File: src/rtl/adc_emulator.sv
// adc_emulator
// Stands in for a 16-bit serial ADC (CNV / SCK / SDO, MSB first) in the
// 210 MHz acquisition domain. It watches the master's convert strobe and
// serial clock, then shifts out a word taken from a selectable source.
//
// State table
//   state      | meaning
//   -----------+-----------------------------------------------------------
//   ST_IDLE    | waiting for a CNV rise; any SCK edge here is a stray edge
//   ST_CONVERT | CNV high, measuring its width; the word is already latched
//   ST_SHIFT   | presenting shift_q[15] on SDO, advancing on each SCK rise
//
// Ports
//   clk210_p        in   210 MHz clock
//   reset_n_p       in   asynchronous active-low reset
//   cnv_p           in   convert strobe from the master
//   sck_p           in   serial clock from the master (idles high)
//   sdo_p           out  serial data, MSB first, straight from a register
//   emu_mode_p      in   source: 0 sample_data_p, 1 ramp, 2 LFSR, 3 fixed
//   sample_data_p   in   external word used in mode 0
//   clear_errors_p  in   synchronous clear of error_flags_p
//   frame_done_p    out  one-cycle pulse after the 16th bit is consumed
//   conv_count_p    out  completed-frame count, wraps at 2^16
//   error_flags_p   out  sticky: [0] CNV too short, [1] stray SCK, [2] short frame
//   busy_p          out  state is not ST_IDLE
module adc_emulator #(
   parameter int unsigned CNV_MIN_HIGH_param  = 6,
   parameter logic [15:0] RAMP_STEP_param     = 16'd1,
   parameter logic [15:0] LFSR_SEED_param     = 16'hACE1,
   parameter logic [15:0] FIXED_PATTERN_param = 16'hA5C3
) (
   input  logic        clk210_p,
   input  logic        reset_n_p,
   input  logic        cnv_p,
   input  logic        sck_p,
   output logic        sdo_p,
   input  logic [1:0]  emu_mode_p,
   input  logic [15:0] sample_data_p,
   input  logic        clear_errors_p,
   output logic        frame_done_p,
   output logic [15:0] conv_count_p,
   output logic [2:0]  error_flags_p,
   output logic        busy_p
);

   typedef enum logic [1:0] {
      ST_IDLE    = 2'd0,
      ST_CONVERT = 2'd1,
      ST_SHIFT   = 2'd2
   } state_t;

   state_t      state_q, state_nxt;
   logic        cnv_q, sck_q;
   logic [15:0] data_q, data_nxt;
   logic [15:0] shift_q, shift_nxt;
   logic [7:0]  hi_cnt_q, hi_cnt_nxt;
   logic [3:0]  bit_cnt_q, bit_cnt_nxt;
   logic [15:0] ramp_q, lfsr_q, conv_count_q;
   logic [2:0]  err_q, err_set;
   logic        frame_done_q, frame_done_nxt;
   logic        advance;

   logic        cnv_rise, cnv_fall, sck_rise, sck_fall, sck_edge;
   logic [15:0] ramp_adv, lfsr_adv;
   logic [8:0]  hi_cnt_inc;
   logic        hi_ok;
   logic        last_bit;

   assign cnv_rise = cnv_p & ~cnv_q;
   assign cnv_fall = ~cnv_p & cnv_q;
   assign sck_rise = sck_p & ~sck_q;
   assign sck_fall = ~sck_p & sck_q;
   assign sck_edge = sck_rise | sck_fall;

   assign ramp_adv = ramp_q + RAMP_STEP_param;
   assign lfsr_adv = {lfsr_q[14:0], lfsr_q[15] ^ lfsr_q[13] ^ lfsr_q[12] ^ lfsr_q[10]};

   // The cycle that sees the fall still counts as high time, hence the +1.
   assign hi_cnt_inc = {1'b0, hi_cnt_q} + 9'd1;
   assign hi_ok      = ({23'd0, hi_cnt_inc} >= CNV_MIN_HIGH_param);
   assign last_bit   = sck_rise && (bit_cnt_q == 4'd15);

   function automatic logic [15:0] src_word(input logic [1:0]  mode,
                                            input logic [15:0] sample,
                                            input logic [15:0] ramp,
                                            input logic [15:0] lfsr);
      case (mode)
         2'd0:    src_word = sample;
         2'd1:    src_word = ramp;
         2'd2:    src_word = lfsr;
         default: src_word = FIXED_PATTERN_param;
      endcase
   endfunction

   always_comb begin
      state_nxt      = state_q;
      data_nxt       = data_q;
      shift_nxt      = shift_q;
      hi_cnt_nxt     = hi_cnt_q;
      bit_cnt_nxt    = bit_cnt_q;
      err_set        = 3'b000;
      frame_done_nxt = 1'b0;
      advance        = 1'b0;

      case (state_q)
         ST_IDLE: begin
            if (sck_edge) err_set[1] = 1'b1;
            if (cnv_rise) begin
               data_nxt   = src_word(emu_mode_p, sample_data_p, ramp_q, lfsr_q);
               hi_cnt_nxt = 8'd0;
               state_nxt  = ST_CONVERT;
            end
         end

         ST_CONVERT: begin
            if (sck_edge) err_set[1] = 1'b1;
            if (cnv_fall) begin
               if (hi_ok) begin
                  shift_nxt   = data_q;
                  bit_cnt_nxt = 4'd0;
                  state_nxt   = ST_SHIFT;
               end else begin
                  err_set[0] = 1'b1;
                  shift_nxt  = 16'd0;
                  state_nxt  = ST_IDLE;
               end
            end else if (cnv_p && (hi_cnt_q != 8'hFF)) begin
               hi_cnt_nxt = hi_cnt_q + 8'd1;
            end
         end

         ST_SHIFT: begin
            if (sck_rise) begin
               shift_nxt   = {shift_q[14:0], 1'b0};
               bit_cnt_nxt = bit_cnt_q + 4'd1;
               if (last_bit) begin
                  frame_done_nxt = 1'b1;
                  advance        = 1'b1;
                  state_nxt      = ST_IDLE;
               end
            end
            // A new CNV rise is always honoured. If it coincides with the
            // final SCK rise the frame still completes and the new word is
            // taken from the already-advanced generators.
            if (cnv_rise) begin
               if (last_bit) begin
                  data_nxt = src_word(emu_mode_p, sample_data_p, ramp_adv, lfsr_adv);
               end else begin
                  err_set[2] = 1'b1;
                  data_nxt   = src_word(emu_mode_p, sample_data_p, ramp_q, lfsr_q);
               end
               shift_nxt  = 16'd0;
               hi_cnt_nxt = 8'd0;
               state_nxt  = ST_CONVERT;
            end
         end

         default: begin
            shift_nxt = 16'd0;
            state_nxt = ST_IDLE;
         end
      endcase
   end

   always_ff @(posedge clk210_p or negedge reset_n_p) begin
      if (!reset_n_p) begin
         state_q <= ST_IDLE;
      end else begin
         state_q <= state_nxt;
      end
   end

   always_ff @(posedge clk210_p or negedge reset_n_p) begin
      if (!reset_n_p) begin
         cnv_q        <= 1'b0;
         sck_q        <= 1'b1;
         data_q       <= 16'd0;
         shift_q      <= 16'd0;
         hi_cnt_q     <= 8'd0;
         bit_cnt_q    <= 4'd0;
         ramp_q       <= 16'd0;
         lfsr_q       <= LFSR_SEED_param;
         conv_count_q <= 16'd0;
         err_q        <= 3'b000;
         frame_done_q <= 1'b0;
      end else begin
         cnv_q        <= cnv_p;
         sck_q        <= sck_p;
         data_q       <= data_nxt;
         shift_q      <= shift_nxt;
         hi_cnt_q     <= hi_cnt_nxt;
         bit_cnt_q    <= bit_cnt_nxt;
         frame_done_q <= frame_done_nxt;
         // A fresh error in the clearing cycle survives the clear.
         err_q        <= (clear_errors_p ? 3'b000 : err_q) | err_set;
         if (advance) begin
            conv_count_q <= conv_count_q + 16'd1;
            ramp_q       <= ramp_adv;
            lfsr_q       <= lfsr_adv;
         end
      end
   end

   // shift_q is zero outside a live frame, so SDO rests low.
   assign sdo_p         = shift_q[15];
   assign frame_done_p  = frame_done_q;
   assign conv_count_p  = conv_count_q;
   assign error_flags_p = err_q;
   assign busy_p        = (state_q != ST_IDLE);

endmodule

File: config.mk
export PLATFORM = sky130hd
export DESIGN_NAME = adc_emulator
export DESIGN_NICKNAME = d
export VERILOG_FILES = /design/src/rtl/adc_emulator.sv
export SDC_FILE = /design/constraint.sdc
export NUM_CORES = 1
export LEC_CHECK = 0
export CAP_MARGIN = 20
export CORE_MARGIN = 10
export CORE_UTILIZATION = 33
export CTS_BUF_LIST = sky130_fd_sc_hd__clkbuf_4 sky130_fd_sc_hd__clkbuf_8 sky130_fd_sc_hd__clkbuf_16
export CTS_CLUSTER_DIAMETER = 30
export DETAILED_ROUTE_END_ITERATION = 16
export GPL_TIMING_DRIVEN = 0
export RECOVER_POWER = 50
export SLEW_MARGIN = 20
export SYNTH_ARGS = -nofsm -noshare
export SYNTH_HDL_FRONTEND = slang
export SYNTH_SLANG_ARGS = --single-unit
File: constraint.sdc
create_clock -name clk210_p -period 6.2 [get_ports clk210_p]
set_input_delay 1.24 -clock clk210_p [delete_from_list [all_inputs] [get_ports clk210_p]]
set_output_delay 1.24 -clock clk210_p [all_outputs]
set_load 0.005 [all_outputs]
==> results.tsv <==
metric	value	unit
syn_nets	531	
cts_max_level	3	
grtUsageTotal	11.9	%
drc	0	
cp-start-kind	input port	
synth_edf_count	0	
synth.largest_area_cell	dfrtp_1	
drive_gt1_share	12.0	%
dieArea	20500	um^2
synth_cell_type_count	55	
num_rows	44	
fmax	274	MHz
cts_resized	0	
grt-ovfl-total	0	
vias	3781	
ant_nets	0	
grt_busiest_layer	met2	
path_clk_slew	0.07	ns
power.density	292	nW/um^2
tns	0	ns
io_pins	45	
fin_crit_sh	58.8	%
worst-path-buf-inv	3	
clock-sinks	100	
critPathTopFamily	buffers and inverters	
syn-cell-area	5010	um^2
coreArea	14700	um^2
root_buffer	clkbuf_16	
cpPeakStageDelay	0.57	ns
diodes	0	
dr.pass1.iters	4	
utilization	41.1	%
start_util	34.1	%
hold_viol	0	
grt_pass1_wl	19900	um
vias_per_cell	5.10	
insertion_delay	0.35	ns
maxCapViolations	1	
gp_congestion	0.839	
layout-area-overhead-vs-synth	20.4	%
synthTopCellsByArea	dfrtp_1 (45%), nand2_1 (4.9%), dfstp_2 (4.7%)	
netlist_instances	498	
routed_wl	11500	um
drt-initial-drc-count	212	
use_met3	1.96	%
vdd_drop_max	0.000137	V
grt_pass1_vias	3884	
gr-usage-met2	18.9	%
netlist.area_leader.share	45.4	%
path_max_fanout	10	
drv_slew	51	
post-route-min-period	3.65	ns
status	complete, but fails checks	
worst_slack	2.55	ns
io_buffers	43	
worstPathArrival	3.88	ns
cp.required	6.43	ns
cts_setup_buffers	0	
cts_buffers	9	
slowest_stage	dlygate4sd3_1	
setup_viol	0	
ys_seq_elements	100	
cts_buffer_depth	2	
worstMarginPinSlew	2.86	ns
grt_max_degree	52	
cts_tree	done	
p_leak	2.70	nW
relSlewSlack	-90.5	%
dieHeight	143	um
post_cts_hold_buffer_count	0	
crit_path_cell_trace	dlygate4sd3_1 -> ha_1 -> and4_1 -> nand2_1 -> clkbuf_1 -> buf_1 -> a21oi_1 -> a32o_1	
dp_slack	2.24	ns
ys_seq_area_share	50.1	%
post-route-cell-area	6040	um^2
async_reset_ff_share	100	%
die_w	143	um
hold_class	flop to flop	
total_power	0.00176	W
dp_hpwl	8660	um
antenna_found_initial	0	
worstSetupPathType	input port to flop	
fin_worst_skew	0.00688	ns
syn_area_per_cell	10.1	um^2
end_kind	flop	
met1_usage	15.4	%
wire_per_inst	15.5	um
placed_area	5700	um^2
rsz0062_at_grt	no	
violations	max-capacitance violations, max-slew violations	
synthFlopType	dfrtp_1	
ys_warn_count	0	
nets	586	
-- kinds of logic (layout without fill, tap and decap cells) --
kind of cell / after synthesis / count (layout) / share of synthesized area (%)
DFF: 100 / 100 / 50.1
xor gates and xnor gates: 41 / 41 / 7.16
adders and majority gates: 10 / 10 / 2.50
buffers and inverters: 54 / 114 / 5.02
muxes: 18 / 18 / 3.89
AOI/OAI and AO/OA: 111 / 111 / 15.4
and+or+nand+nor: 164 / 164 / 15.9
-- cell type report --
cell class	count	area (um^2)
multi-input cells	344	2240
inverters	29	109
clock buffers	9	225
repair buffers	44	452
fillers	1402	8660
well taps	184	230
plain buffers	25	143
clock inverters	7	123
flip-flops and latches	100	2510
-- worst reg2reg max path: stages, from the launching register on --
cell      delay [ns]
dfstp_2         0.52
inv_1           0.03
ha_1            0.18
and4_1          0.25
nand2_1         0.27
clkbuf_1        0.46
buf_1           0.46
a21oi_1         0.13
a32o_1          0.29
-- cells in the mapped netlist, types with 5 or more instances --
cell,instances
dfrtp_1,91
nand3_1,17
mux2i_1,6
xor2_1,19
inv_1,29
a22oi_1,15
xnor2_1,22
nor2b_1,13
dfstp_2,9
o21ai_2,10
nand2b_1,5
o31ai_1,9
a21oi_1,12
ha_1,10
nand4_1,8
nor3_1,6
nand2_1,65
a211oi_1,10
nor2_1,29
clkbuf_1,14
mux2_2,12
o21ai_0,27
-- power breakdown --
part / internal, W / leakage, nW / switching, W / total, W
Combinational: 0.000151 / 1.21 / 0.000207 / 0.000358
Clock: 0.000397 / 0.163 / 0.000249 / 0.000646
Sequential: 0.000718 / 1.33 / 0.0000413 / 0.000760
Total: 0.00127 / 2.70 / 0.000497 / 0.00176
-- state kept, by name, indices dropped and copies added, names as in the netlist --
name           cells
cnv_q              1
ramp_q            16
data_q            16
shift_q           16
frame_done_p       1
bit_cnt_q          4
conv_count_p      16
hi_cnt_q           8
lfsr_q            16
sck_q              1
error_flags_p      3
state_q            2
-- cells in the final DEF, fill, tap and decap left out, drive strengths merged, types with 4 or more instances in the layout --
master / n
and3: 4
clkdlybuf4s50: 34
o22ai: 4
o31ai: 9
o21ai: 38
mux2i: 6
a211oi: 10
xor2: 19
nand2: 65
buf: 11
dlygate4sd3: 8
ha: 10
dfstp: 9
xnor2: 22
nor2: 30
a22oi: 15
a21oi: 12
nand2b: 5
nor2b: 13
dfrtp: 91
a2bb2oi: 4
a22o: 5
inv: 31
nand3: 18
nand4: 8
clkbuf: 25
mux2: 12
nor3: 6
-- through the flow --
step	std cells	hold WS, ns
2_1_floorplan	498	0.448
3_3_place_gp	725	0.462
3_5_place_dp	726	0.467
4_1_cts	742	0.479
5_1_grt	742	0.493
6_report	742	0.467
-- per-layer routing --
layer	vias to the layer above	part of all wire, %
li1	1848	-
met1	1860	47
met2	57	48
met3	16	3.1
met4	0	2.2
met5	-	0
-- worst paths after layout --
path / start / end / slack, ns / cells past startpoint
max: sck_p / data_q[9] / 2.55 / 8
min: conv_count_p[15] / conv_count_p[15] / 0.47 / 1
max reg2reg: sck_q / data_q[9] / 3.51 / 8
min reg2reg: conv_count_p[15] / conv_count_p[15] / 0.47 / 1
max in group asynchronous: reset_n_p / shift_q[11] / 2.77 / 1
min in group asynchronous: reset_n_p / bit_cnt_q[1] / 1.81 / 1
Power figures use the tool's default switching activity.
